<file path="src/rtl/rd_empty_flag_gen_pkg.sv">
// Shared constants for the read-domain empty-flag block.
// RD_SYNC3_EN: when defined, the write-pointer synchronizer uses three flops instead of two.
package rd_empty_flag_gen_pkg;

  localparam int unsigned ALength  = 4;
  localparam int unsigned Depth    = 1 << ALength;
  localparam int unsigned AeThresh = 2;

`ifdef RD_SYNC3_EN
  localparam int unsigned SyncStages = 3;
`else
  localparam int unsigned SyncStages = 2;
`endif

endpackage

</file>
<file path="src/rtl/rd_empty_flag_gen_gray_ptr_sync.sv">
// Gray pointer synchronizer: Stages-deep flop chain followed by a registered gray-to-binary
// conversion. Also usable by the write-domain full-flag generator.
module rd_empty_flag_gen_gray_ptr_sync
  import rd_empty_flag_gen_pkg::*;
#(
  parameter int unsigned Width  = ALength + 1,
  parameter int unsigned Stages = SyncStages
) (
  input  logic             clk_i,
  input  logic             rst_ni,
  input  logic [Width-1:0] gray_i,
  output logic [Width-1:0] bin_o
);

  logic [Width-1:0] sync_q [Stages];
  logic [Width-1:0] bin_d;
  logic [Width-1:0] bin_q;

  // Plain flop chain; no logic between stages so only one bit can be in flight.
  always_ff @(posedge clk_i or negedge rst_ni) begin
    if (!rst_ni) begin
      for (int i = 0; i < Stages; i++) begin
        sync_q[i] <= '0;
      end
    end else begin
      sync_q[0] <= gray_i;
      for (int i = 1; i < Stages; i++) begin
        sync_q[i] <= sync_q[i-1];
      end
    end
  end

  // Gray to binary: MSB copies through, each lower bit folds in the bit above.
  always_comb begin
    bin_d = '0;
    bin_d[Width-1] = sync_q[Stages-1][Width-1];
    for (int i = int'(Width) - 2; i >= 0; i--) begin
      bin_d[i] = bin_d[i+1] ^ sync_q[Stages-1][i];
    end
  end

  // Register the converted value so downstream compare logic sees a clean flop output.
  always_ff @(posedge clk_i or negedge rst_ni) begin
    if (!rst_ni) begin
      bin_q <= '0;
    end else begin
      bin_q <= bin_d;
    end
  end

  assign bin_o = bin_q;

endmodule

</file>
<file path="src/rtl/rd_empty_flag_gen.sv">
// Read-domain status for the async FIFO: synchronizes the Gray write pointer, derives
// f_empty / occupancy / almost_empty, and exports a registered Gray read pointer.
// RD_SYNC3_EN: when defined, adds a third synchronizer flop (write-pointer latency 4 edges).
module rd_empty_flag_gen
  import rd_empty_flag_gen_pkg::*;
#(
  parameter int unsigned A_LENGTH  = ALength,
  parameter int unsigned AE_THRESH = AeThresh
) (
  input  logic              rd_clk,
  input  logic              reset_n,
  input  logic [A_LENGTH:0] rd_ptr,
  input  logic [A_LENGTH:0] wr_ptr_gray,
  output logic              f_empty,
  output logic              almost_empty,
  output logic [A_LENGTH:0] rd_count,
  output logic [A_LENGTH:0] rd_ptr_gray,
  output logic [A_LENGTH:0] wr_ptr_sync
);

  function automatic logic [A_LENGTH:0] bin2gray(input logic [A_LENGTH:0] b);
    return b ^ (b >> 1);
  endfunction

  logic [A_LENGTH:0] rd_ptr_gray_d;
  logic [A_LENGTH:0] rd_ptr_gray_q;

  rd_empty_flag_gen_gray_ptr_sync #(
    .Width  (A_LENGTH + 1),
    .Stages (SyncStages)
  ) u_wr_ptr_sync (
    .clk_i  (rd_clk),
    .rst_ni (reset_n),
    .gray_i (wr_ptr_gray),
    .bin_o  (wr_ptr_sync)
  );

  // Gray-encode the read pointer for the write domain.
  always_comb begin
    rd_ptr_gray_d = bin2gray(rd_ptr);
  end

  // Register the Gray copy so the crossing sees only single-bit, glitch-free changes.
  always_ff @(posedge rd_clk or negedge reset_n) begin
    if (!reset_n) begin
      rd_ptr_gray_q <= '0;
    end else begin
      rd_ptr_gray_q <= rd_ptr_gray_d;
    end
  end

  assign rd_ptr_gray = rd_ptr_gray_q;

  // Flags are combinational so read control sees them in the same cycle rd_ptr moves; a
  // stale wr_ptr_sync only ever under-reports occupancy.
  always_comb begin
    rd_count     = wr_ptr_sync - rd_ptr;
    f_empty      = (rd_ptr == wr_ptr_sync);
    almost_empty = (32'(rd_count) <= AE_THRESH);
  end

`ifndef SYNTHESIS
  logic [A_LENGTH:0] wr_gray_prev;

  // The write side must move its Gray pointer one bit at a time.
  always @(wr_ptr_gray) begin
    assert ($isunknown(wr_gray_prev) || ($countones(wr_ptr_gray ^ wr_gray_prev) <= 1))
      else $error("wr_ptr_gray changed by more than one bit");
    wr_gray_prev = wr_ptr_gray;
  end
`endif

endmodule
</file>
<file path="config.mk">
export PLATFORM = sky130hd
export DESIGN_NAME = rd_empty_flag_gen
export DESIGN_NICKNAME = d
export VERILOG_FILES = /design/src/rtl/rd_empty_flag_gen_pkg.sv /design/src/rtl/rd_empty_flag_gen_gray_ptr_sync.sv /design/src/rtl/rd_empty_flag_gen.sv
export SDC_FILE = /design/constraint.sdc
export NUM_CORES = 1
export LEC_CHECK = 0
export ABC_AREA = 1
export BUFFER_PORTS_ARGS = -buffer_cell sky130_fd_sc_hd__buf_2
export CAP_MARGIN = 25
export CELL_PAD_IN_SITES_DETAIL_PLACEMENT = 1
export CELL_PAD_IN_SITES_GLOBAL_PLACEMENT = 1
export CORE_UTILIZATION = 35
export DETAILED_ROUTE_END_ITERATION = 16
export PLACE_DENSITY = 0.77
export SKIP_CTS_REPAIR_TIMING = 1
export SLEW_MARGIN = 20
export SYNTH_ARGS = -nofsm -noshare
export SYNTH_HDL_FRONTEND = slang
export SYNTH_SLANG_ARGS = --single-unit
export TNS_END_PERCENT = 30
</file>
<file path="constraint.sdc">
create_clock -name rd_clk -period 1.6 [get_ports rd_clk]
set_input_delay 0.08 -clock rd_clk [delete_from_list [all_inputs] [get_ports rd_clk]]
set_output_delay 0.08 -clock rd_clk [all_outputs]
set_load 0.01 [all_outputs]
</file>
==> impl_metrics.ini, run 1 <==
[outcome]
status = finished with violations
violations = negative setup slack

[power]
p_per_area_nw_per_um2 = 965
p_sw_uw = 341
p_seq_frac = 0.477
p_int_uw = 834
switching_share = 0.290
power.share.clock = 0.247
ir_drop_mv = 0.569
p_leak_nw = 0.629
p_comb_frac = 0.277

[route]
postRouteAntennaNets = 0
firstDrtPassIters = 2
drt_iter0_drc = 2
vias = 680
viasPerCell = 4.59
avgRoutedWirePerCell_um = 11.8
drt_wl_total_um = 1740
remaining_drc_errors = 0

[clock_network]
tritoncts = done
cts_root_buf = clkbuf_4
numCtsBuffers = 3
clk_path_buf_depth = 2
clkSlewWorstSetupHoldPaths_ns = 0.11
cts.sinks = 20
cts_max_level = 1
clk_latency_ns = 0.30

[synthesis]
synthCells = 77
synth-seq-cells = 20
yosysWarnings = 0
synth_fp_nets = 94
synth_seq_area_share = 0.601
post_synth_num_cell_types = 13
synth_area_um2 = 833
synth_area_per_cell_um2 = 10.8

[sta]
worst_slack_ns = -0.414
setup_violations = 5
relSlewSlack = 0.707
tightest_slew_ns = 0.439
fin_tns_setup_ns = -1.02
fin_crit_ns = 2.01
clock.fmax_mhz = 497
report.final.slew_viol_count = 0
rsz0062_at_grt = yes
skew_ns = 0.00238
final.period_utilization = 1.26
holdWs_ns = 0.0250
finalHoldViolCount = 0

[setup_path]
critical_path_class = flop to output pin
cp_slowest_cell = dfrtp_1
slowest_delay_ns = 0.38
worst_setup_path_end_kind = output pin
critical_path_arrival_ns = 1.93
cp_max_fo = 2
required_ns = 1.52
crit_top_cell = nand2_1
crit_chain = inv_2 -> ha_4 -> fa_2 -> nand3b_1 -> nand2_1 -> nand2_1 -> nand3_1 -> nor2_2 -> buf_2
critPathLaunchType = flop

[global_routing]
grt.total_usage = 0.144
gr-total-overflow = 0
grt_pass1_vias = 632
grt_pass1_wl_um = 2640
grt_max_degree = 21
antenna_found_initial = 0

[place]
place_area_um2 = 1020
dp_hpwl_um = 1320
dp_slack_ns = -0.163
port_buffers = 28
gp_congestion = 0.743

[cells_and_area]
multi_input_area_um2 = 349
fillers = 268
area_growth_pct = 46.1
fin_util = 0.545
fin_area_um2 = 1220
antenna_cells = 0
layout_common_cells = 28 x buf_2, 20 x dfrtp_1, 14 x nand2_1
drive_above_1_share = 0.358
layout_commonest_cell = buf_2
nets = 138
register_area_um2 = 500

[die]
start_util = 0.373
placementRows = 17
die_area_um2 = 2580
die_x_um = 50.8
pin_count = 29
die_y_um = 50.8
placeableCoreArea_um2 = 2230

[job]
cap_violations = 0

[worst_hold_path]
hold_path_class = input port to flop
metrics by stage:
| step | instances | total power, mW |
|---|---|---|
| after floorplan | 77 | 0.718 |
| after global placement | 134 | 0.822 |
| after detailed placement | 134 | 0.840 |
| after CTS | 138 | 1.14 |
| after global routing | 148 | 1.25 |
| final | 148 | 1.18 |
cell usage after synthesis (all sizes together):
library cell	instances	share of area
nand2	14	0.063
fa	1	0.024
dfrtp	20	0.60
a21oi	2	0.012
nand4	1	0.0075
xor2	6	0.063
nor2	4	0.018
nand3b	2	0.018
xnor2	2	0.021
nand3	8	0.054
ha	4	0.060
inv	13	0.059
path summary, 6_finish.rpt:
check                                          end                    start  slack [ns]  cells after the start
setup / recovery                      almost_empty   u_wr_ptr_sync.bin_o[0]       -0.41                      9
hold / removal                      rd_ptr_gray[1]                rd_ptr[1]        0.03                      2
setup reg to reg            u_wr_ptr_sync.bin_o[0]   u_wr_ptr_sync.bin_d[4]        0.50                      7
hold reg to reg             u_wr_ptr_sync.bin_d[4]  u_wr_ptr_sync.sync_q[9]        0.36                      0
max in group asynchronous           rd_ptr_gray[3]                  reset_n        1.05                      2
min in group asynchronous  u_wr_ptr_sync.sync_q[5]                  reset_n        0.24                      2
power by group through the flow:
stage	sequential (mW)	clock, mW	combinational (mW)
4_1_cts	0.557	0.305	0.273
3_3_place_gp	0.565	0	0.257
6_report	0.560	0.290	0.325
5_1_grt	0.564	0.329	0.361
3_5_place_dp	0.568	0	0.273
2_1_floorplan	0.578	0	0.140
flip-flops by register name, indices dropped and copies added, names as in the netlist:
| signal | count |
|---|---|
| u_wr_ptr_sync.sync_q | 9 |
| rd_ptr_gray | 5 |
| u_wr_ptr_sync.bin_o | 5 |
| u_wr_ptr_sync.bin_d | 1 |
layout make-up:
class / instances / area share
well taps: 28 / 0.0288
repair buffers: 39 / 0.203
clock buffers: 4 / 0.0298
flip-flops and latches: 20 / 0.411
multi-input cells: 44 / 0.287
inverters: 13 / 0.0401
kinds of logic after synthesis:
family,synth area share
buffers and inverters,0.0586
and+or+nand+nor,0.161
DFF,0.601
xor gates and xnor gates,0.0841
AOI/OAI and AO/OA,0.0120
adders and majority gates,0.0841
worst max-delay path, delay by kind of cell (launching register included):
| family | cells | cell delay [ns] |
|---|---|---|
| fa+ha+maj | 2 | 0.53 |
| buf+inv | 2 | 0.19 |
| flops | 1 | 0.38 |
| simple gates | 5 | 0.53 |
per-layer routing:
metal / GRT usage / up-vias / share of wire
met3: 0.0182 / 5 / 0.043
met5: 0 / - / 0
met2: 0.262 / 25 / 0.55
met4: 0.0972 / 0 / 0.026
li1: - / 322 / -
met1: 0.154 / 328 / 0.38
Note: power is estimated with default switching activity, not from simulation.
==> run 2: changes to the inputs <==
--- a/config.mk
+++ b/config.mk
@@ -12,7 +12,7 @@
 export CELL_PAD_IN_SITES_GLOBAL_PLACEMENT = 1
 export CORE_UTILIZATION = 35
 export DETAILED_ROUTE_END_ITERATION = 16
-export PLACE_DENSITY = 0.77
+export PLACE_DENSITY_LB_ADDON = 0.05
 export SKIP_CTS_REPAIR_TIMING = 1
 export SLEW_MARGIN = 20
 export SYNTH_ARGS = -nofsm -noshare
==> run 2 against run 1 <==
  * The run still ends with negative setup slack left
  * Worst hold slack improved by 0.024 ns
  * Clock skew decreased by 0.0019 ns
  * Combinational power increased by 2%
  * Routed wire length decreased by 6.4%
  * Setup slack improved by 0.098 ns
  * First-iteration DRC count increased to 3.5 times the previous value
  * Utilization increased by 1.6 points
  * Global-route usage decreased by 0.95 points
  * Count of clock-buffer cells in the layout unchanged
  * Non-clock buffer count increased by 3
  * Clock power about the same
  * Maximum frequency increased by 5.1%
  * Critical path type unchanged
  * Largest cell class unchanged
  * Largest power group unchanged
==> impl_metrics.ini, run 2 (synthesis gave the netlist of run 1 again) <==
[setup_path]
critical_path_arrival_ns = 1.84
cp_max_fo = 2
worst_setup_path_end_kind = output pin
critPathLaunchType = flop
required_ns = 1.52
critical_path_class = flop to output pin

[route]
drt_iter0_drc = 7
viasPerCell = 4.51
postRouteAntennaNets = 0
remaining_drc_errors = 0
vias = 681
drt_wl_total_um = 1630
firstDrtPassIters = 4
avgRoutedWirePerCell_um = 10.8

[cells_and_area]
area_growth_pct = 50.5
drive_above_1_share = 0.382
nets = 141
regMostFlops = u_wr_ptr_sync.sync_q
layout_common_cells = 28 x buf_2, 20 x dfrtp_1, 12 x inv_1, 12 x nand2_1, 11 x dlygate4sd3_1
fin_area_um2 = 1250
layout_commonest_cell = buf_2
largest_reg_flops = 9
antenna_cells = 0

[place]
port_buffers = 28
dp_hpwl_um = 1150
place_area_um2 = 1030
gp_congestion = 0.685

[sta]
relSlewSlack = 0.703
skew_ns = 0.000506
final.period_utilization = 1.20
fin_tns_setup_ns = -0.773
clock.fmax_mhz = 522
rsz0062_at_grt = yes
setup_violations = 5
finalHoldViolCount = 0
fin_crit_ns = 1.92
tightest_slew_ns = 0.445
report.final.slew_viol_count = 0
worst_slack_ns = -0.316

[clock_network]
cts.sinks = 20
cts_root_buf = clkbuf_4
numCtsBuffers = 3
tritoncts = done
cts_max_level = 1
clk_path_buf_depth = 2
clkSlewWorstSetupHoldPaths_ns = 0.11
clk_latency_ns = 0.29

[die]
placementRows = 17
die_area_um2 = 2580
start_util = 0.373
die_x_um = 50.8
pin_count = 29
placeableCoreArea_um2 = 2230
die_y_um = 50.8

[power]
ir_drop_mv = 0.591
p_per_area_nw_per_um2 = 940
p_int_uw = 841
p_sw_uw = 338
p_seq_frac = 0.474
p_leak_nw = 0.646
power.share.clock = 0.245
switching_share = 0.287
p_comb_frac = 0.282

[global_routing]
grt.total_usage = 0.135
antenna_found_initial = 0
grt_pass1_vias = 650
grt_max_degree = 21
grt_pass1_wl_um = 2510
gr-total-overflow = 0

[outcome]
status = finished with violations
violations = negative setup slack

[job]
cap_violations = 0

[worst_hold_path]
hold_path_class = input port to flop
==> run 2: changes by cell type in the layout (fill, tap and decap cells not counted) <==
cell           before  now
nand3_1             7    6
nand3_2             1    2
dlygate4sd3_1      10   11
buf_4               1    2
nor2_2              2    1
buf_6               0    1
nor2_1              2    3
nand2_2             0    2
nand2_1            14   12
==> run 2: worst paths after layout <==
kind / start / end / slack, ns / cells past startpoint
min reg2reg: u_wr_ptr_sync.sync_q[9] / u_wr_ptr_sync.bin_d[4] / 0.36 / 0
max in group asynchronous: reset_n / u_wr_ptr_sync.sync_q[7] / 1.05 / 2
max: u_wr_ptr_sync.bin_o[0] / almost_empty / -0.32 / 8
min in group asynchronous: reset_n / u_wr_ptr_sync.sync_q[9] / 0.25 / 2
max reg2reg: u_wr_ptr_sync.bin_d[4] / u_wr_ptr_sync.bin_o[0] / 0.51 / 7
min: rd_ptr[1] / rd_ptr_gray[1] / 0.05 / 2
==> run 2: layer usage <==
metal  track usage  part of all wire  vias to the layer above
li1              -                 -                      328
met2         0.251              0.53                       18
met4        0.0556            0.0068                        0
met5             0                 0                        -
met3        0.0364             0.034                        2
met1         0.141              0.43                      333
==> run 2: final cells by class <==
cell class              instances  area (um2)
multi-input cells              44         357
flip-flops and latches         20         500
inverters                      13        48.8
repair buffers                 42         277
clock buffers                   4        36.3
fillers                       253         980
well taps                      28        35.0
==> run 2: per-stage QoR <==
stage               total power [mW]  cells  hold WS (ns)   util  setup slack (ns)
global route                    1.25    151        0.0384  0.561            -0.426
detailed placement             0.836    135        0.0498  0.459           -0.0826
finish                          1.18    151        0.0491  0.561            -0.316
floorplan                      0.718     77        -0.216      -           0.00142
global placement               0.828    135        0.0458  0.459           -0.0347
CTS                             1.13    139        -0.286  0.476            -0.431
==> run 2: power groups by stage <==
stage / Combinational, mW / Clock (mW) / Sequential (mW)
2_1_floorplan: 0.140 / 0 / 0.578
3_3_place_gp: 0.264 / 0 / 0.565
3_5_place_dp: 0.270 / 0 / 0.566
4_1_cts: 0.271 / 0.301 / 0.556
5_1_grt: 0.371 / 0.318 / 0.563
6_report: 0.332 / 0.288 / 0.559
==> run 2: critical path: stages (launching register included) <==
cell	delay [ns]
dfrtp_1	0.37
inv_2	0.05
ha_4	0.16
fa_2	0.53
nor2_1	0.04
nor2_1	0.11
nand3_2	0.08
nor2_2	0.07
buf_2	0.12
==> run 3: changes to the inputs <==
--- a/config.mk
+++ b/config.mk
@@ -5,12 +5,12 @@
 export SDC_FILE = /design/constraint.sdc
 export NUM_CORES = 1
 export LEC_CHECK = 0
-export ABC_AREA = 1
 export BUFFER_PORTS_ARGS = -buffer_cell sky130_fd_sc_hd__buf_2
 export CAP_MARGIN = 25
 export CELL_PAD_IN_SITES_DETAIL_PLACEMENT = 1
 export CELL_PAD_IN_SITES_GLOBAL_PLACEMENT = 1
 export CORE_UTILIZATION = 35
+export CTS_BUF_LIST = sky130_fd_sc_hd__clkbuf_8
 export DETAILED_ROUTE_END_ITERATION = 16
 export PLACE_DENSITY_LB_ADDON = 0.05
 export SKIP_CTS_REPAIR_TIMING = 1
==> run 3 against run 2 <==
  * Routed wire length down 3.3%
  * Critical path type unchanged
  * Worst hold slack worse by 0.013 ns
  * The flow still finishes with violations (negative setup slack)
  * Clock skew about the same
  * Largest cell class unchanged
  * Cell count fell by 17%
  * Total power increased by 30%
  * Non-clock buffer count is 2 lower
  * Sequential share of layout area up 2.8 points
==> impl_metrics.ini, run 3 <==
[outcome]
status = finished with violations
violations = negative setup slack

[worst_hold_path]
min_to = rd_ptr_gray[2]
hold_path_class = input port to flop
hold-path-cell-count = 2
hp-start = rd_ptr[3]

[setup_path]
worst_setup_path_end_kind = output pin
crit_chain = inv_2 -> ha_4 -> fa_2 -> nand2b_4 -> a21oi_4 -> xnor2_2 -> a2111oi_4 -> buf_2
critical_path_arrival_ns = 1.98
slowest_delay_ns = 0.36
r2r-start = u_wr_ptr_sync.bin_d[4]
reg2regPathDepth = 4
critPathLaunchType = flop
cpLargestDelayFamily = adder cells
cp_max_fo = 2
cp_num_buf_inv = 2
required_ns = 1.52
r2r_slack_ns = 0.25
r2r-end = u_wr_ptr_sync.bin_o[0]
critical_path_class = flop to output pin
cp_slowest_cell = dfrtp_1

[die]
pin_count = 29
die_area_um2 = 2340
start_util = 0.379
placeableCoreArea_um2 = 1980
placementRows = 16
die_y_um = 48.4
die_x_um = 48.4

[synthesis]
yosysWarnings = 0
async_flop_share = 1.00
synth_fp_nets = 71
synth_area_per_cell_um2 = 13.9
synth_seq_area_share = 0.666
ys_top_cells_by_count = 20 x dfrtp_1, 10 x xor2_1, 7 x inv_1
post_synth_num_cell_types = 13
synth_most_common_cell = dfrtp_1
synth_top_cell_by_area = dfrtp_1
synthCells = 54
synth_area_um2 = 752
synth_area_leaders = dfrtp_1 67%, xor2_1 12%, ha_1 6.7%
synth_ff_type = dfrtp_1
synth_top_area_share = 0.666
synth_edf_count = 0
synth-seq-cells = 20

[cells_and_area]
nets = 116
antenna_cells = 0
area_growth_pct = 55.7
layout_commonest_cell = buf_2
layout.cells.non_filler = 125
largest_reg_flops = 9
layout_common_cells = 27 x buf_2, 20 x dfrtp_1, 10 x xor2_1
regMostFlops = u_wr_ptr_sync.sync_q
drive_above_1_share = 0.459

[place]
dp_slack_ns = -0.213
gp_congestion = 0.769
dp_cells = 114
port_buffers = 28
dp_hpwl_um = 1120

[route]
remaining_drc_errors = 0
vias = 541
avgRoutedWirePerCell_um = 12.6
viasPerCell = 4.33
drt_wl_total_um = 1570
drt_iter0_drc = 0
firstDrtPassIters = 1
postRouteAntennaNets = 0

[sta]
report.final.slew_viol_count = 0
finalHoldViolCount = 0
skew_ns = 0.000776
final.period_utilization = 1.28
worst_slack_ns = -0.456
setup_violations = 4
clock.fmax_mhz = 486
rsz0062_at_grt = yes
fin_tns_setup_ns = -1.21
tightest_slew_ns = 0.440
fin_crit_ns = 2.06
relSlewSlack = 0.707
holdWs_ns = 0.0363

[clock_network]
clkSlewWorstSetupHoldPaths_ns = 0.07
clk_path_buf_depth = 2
tritoncts = done
clk_latency_ns = 0.26
cts.sinks = 20
cts_root_buf = clkbuf_8
numCtsBuffers = 3
cts_max_level = 1

[power]
p_per_area_nw_per_um2 = 1310
p_int_mw = 1.10
power.share.clock = 0.327
p_sw_uw = 429
ir_drop_mv = 0.724
p_seq_frac = 0.372
p_comb_frac = 0.301
switching_share = 0.280
p_leak_nw = 0.585

[global_routing]
grt_max_degree = 21
antenna_found_initial = 0
grt.total_usage = 0.142
gr-total-overflow = 0
grt_pass1_wl_um = 2420
grt_pass1_vias = 547

[job]
cap_violations = 0
## run 3: cell count changes in the layout (fill, tap and decap cells not counted), moves of 4 or more
cell,change
nand2_1,-10
inv_1,-7
nand3_1,-6
xor2_1,+5
dlygate4sd3_1,-4
## run 3: power by group through the flow
stage	registers, mW	clock network (mW)	logic [mW]
floorplan	0.592	0	0.232
global placement	0.576	0	0.412
detailed placement	0.578	0	0.420
CTS	0.569	0.515	0.422
global route	0.575	0.537	0.500
finish	0.569	0.500	0.460
## run 3: cell families after synthesis
group / count (synthesis) / synth area share
XOR/XNOR: 12 / 0.140
flip-flops: 20 / 0.666
buffers and inverters: 7 / 0.0349
adder cells (fa/ha/maj): 5 / 0.0932
AO/OA/AOI/OAI: 4 / 0.0316
AND/OR/NAND/NOR: 6 / 0.0349
## run 3: per-stage QoR
stage | total power [mW] | util | cell area (um2)
6_report | 1.53 | 0.591 | 1170
5_1_grt | 1.61 | 0.591 | 1170
4_1_cts | 1.51 | 0.546 | 1080
3_5_place_dp | 0.999 | 0.510 | 1010
3_3_place_gp | 0.989 | 0.510 | 1010
2_1_floorplan | 0.824 | - | 800
## run 3: final cells by class
class	instances	area, um2
Sequential cell	20	500
Tap cell	27	33.8
Fill cell	215	811
Inverter	7	26.3
Clock buffer	3	41.3
Timing Repair Buffer	40	254
Clock inverter	1	30.0
Multi-Input combinational cell	27	285
## run 3: worst reg2reg max path, delay by kind of cell, from the launching register on
family / cells / cell delay, ns
XOR/XNOR: 4 / 0.88
flip-flops: 1 / 0.39
## run 3: per-layer routing
metal / wire (um) / global-route usage / up-vias
met4: 15 / 0.0735 / 0
met2: 888 / 0.254 / 21
met3: 85 / 0.0409 / 2
met5: 0 / 0 / -
met1: 583 / 0.152 / 262
li1: - / - / 256
## run 3: worst max path at each step
stage	start	depth (start not counted)	end
2_1_floorplan	u_wr_ptr_sync.bin_o[0]	7	almost_empty
3_3_place_gp	u_wr_ptr_sync.bin_o[0]	8	almost_empty
3_5_place_dp	u_wr_ptr_sync.bin_o[0]	8	almost_empty
4_1_cts	u_wr_ptr_sync.bin_o[0]	8	almost_empty
5_1_grt	u_wr_ptr_sync.bin_o[0]	8	almost_empty
6_report	u_wr_ptr_sync.bin_o[0]	8	almost_empty
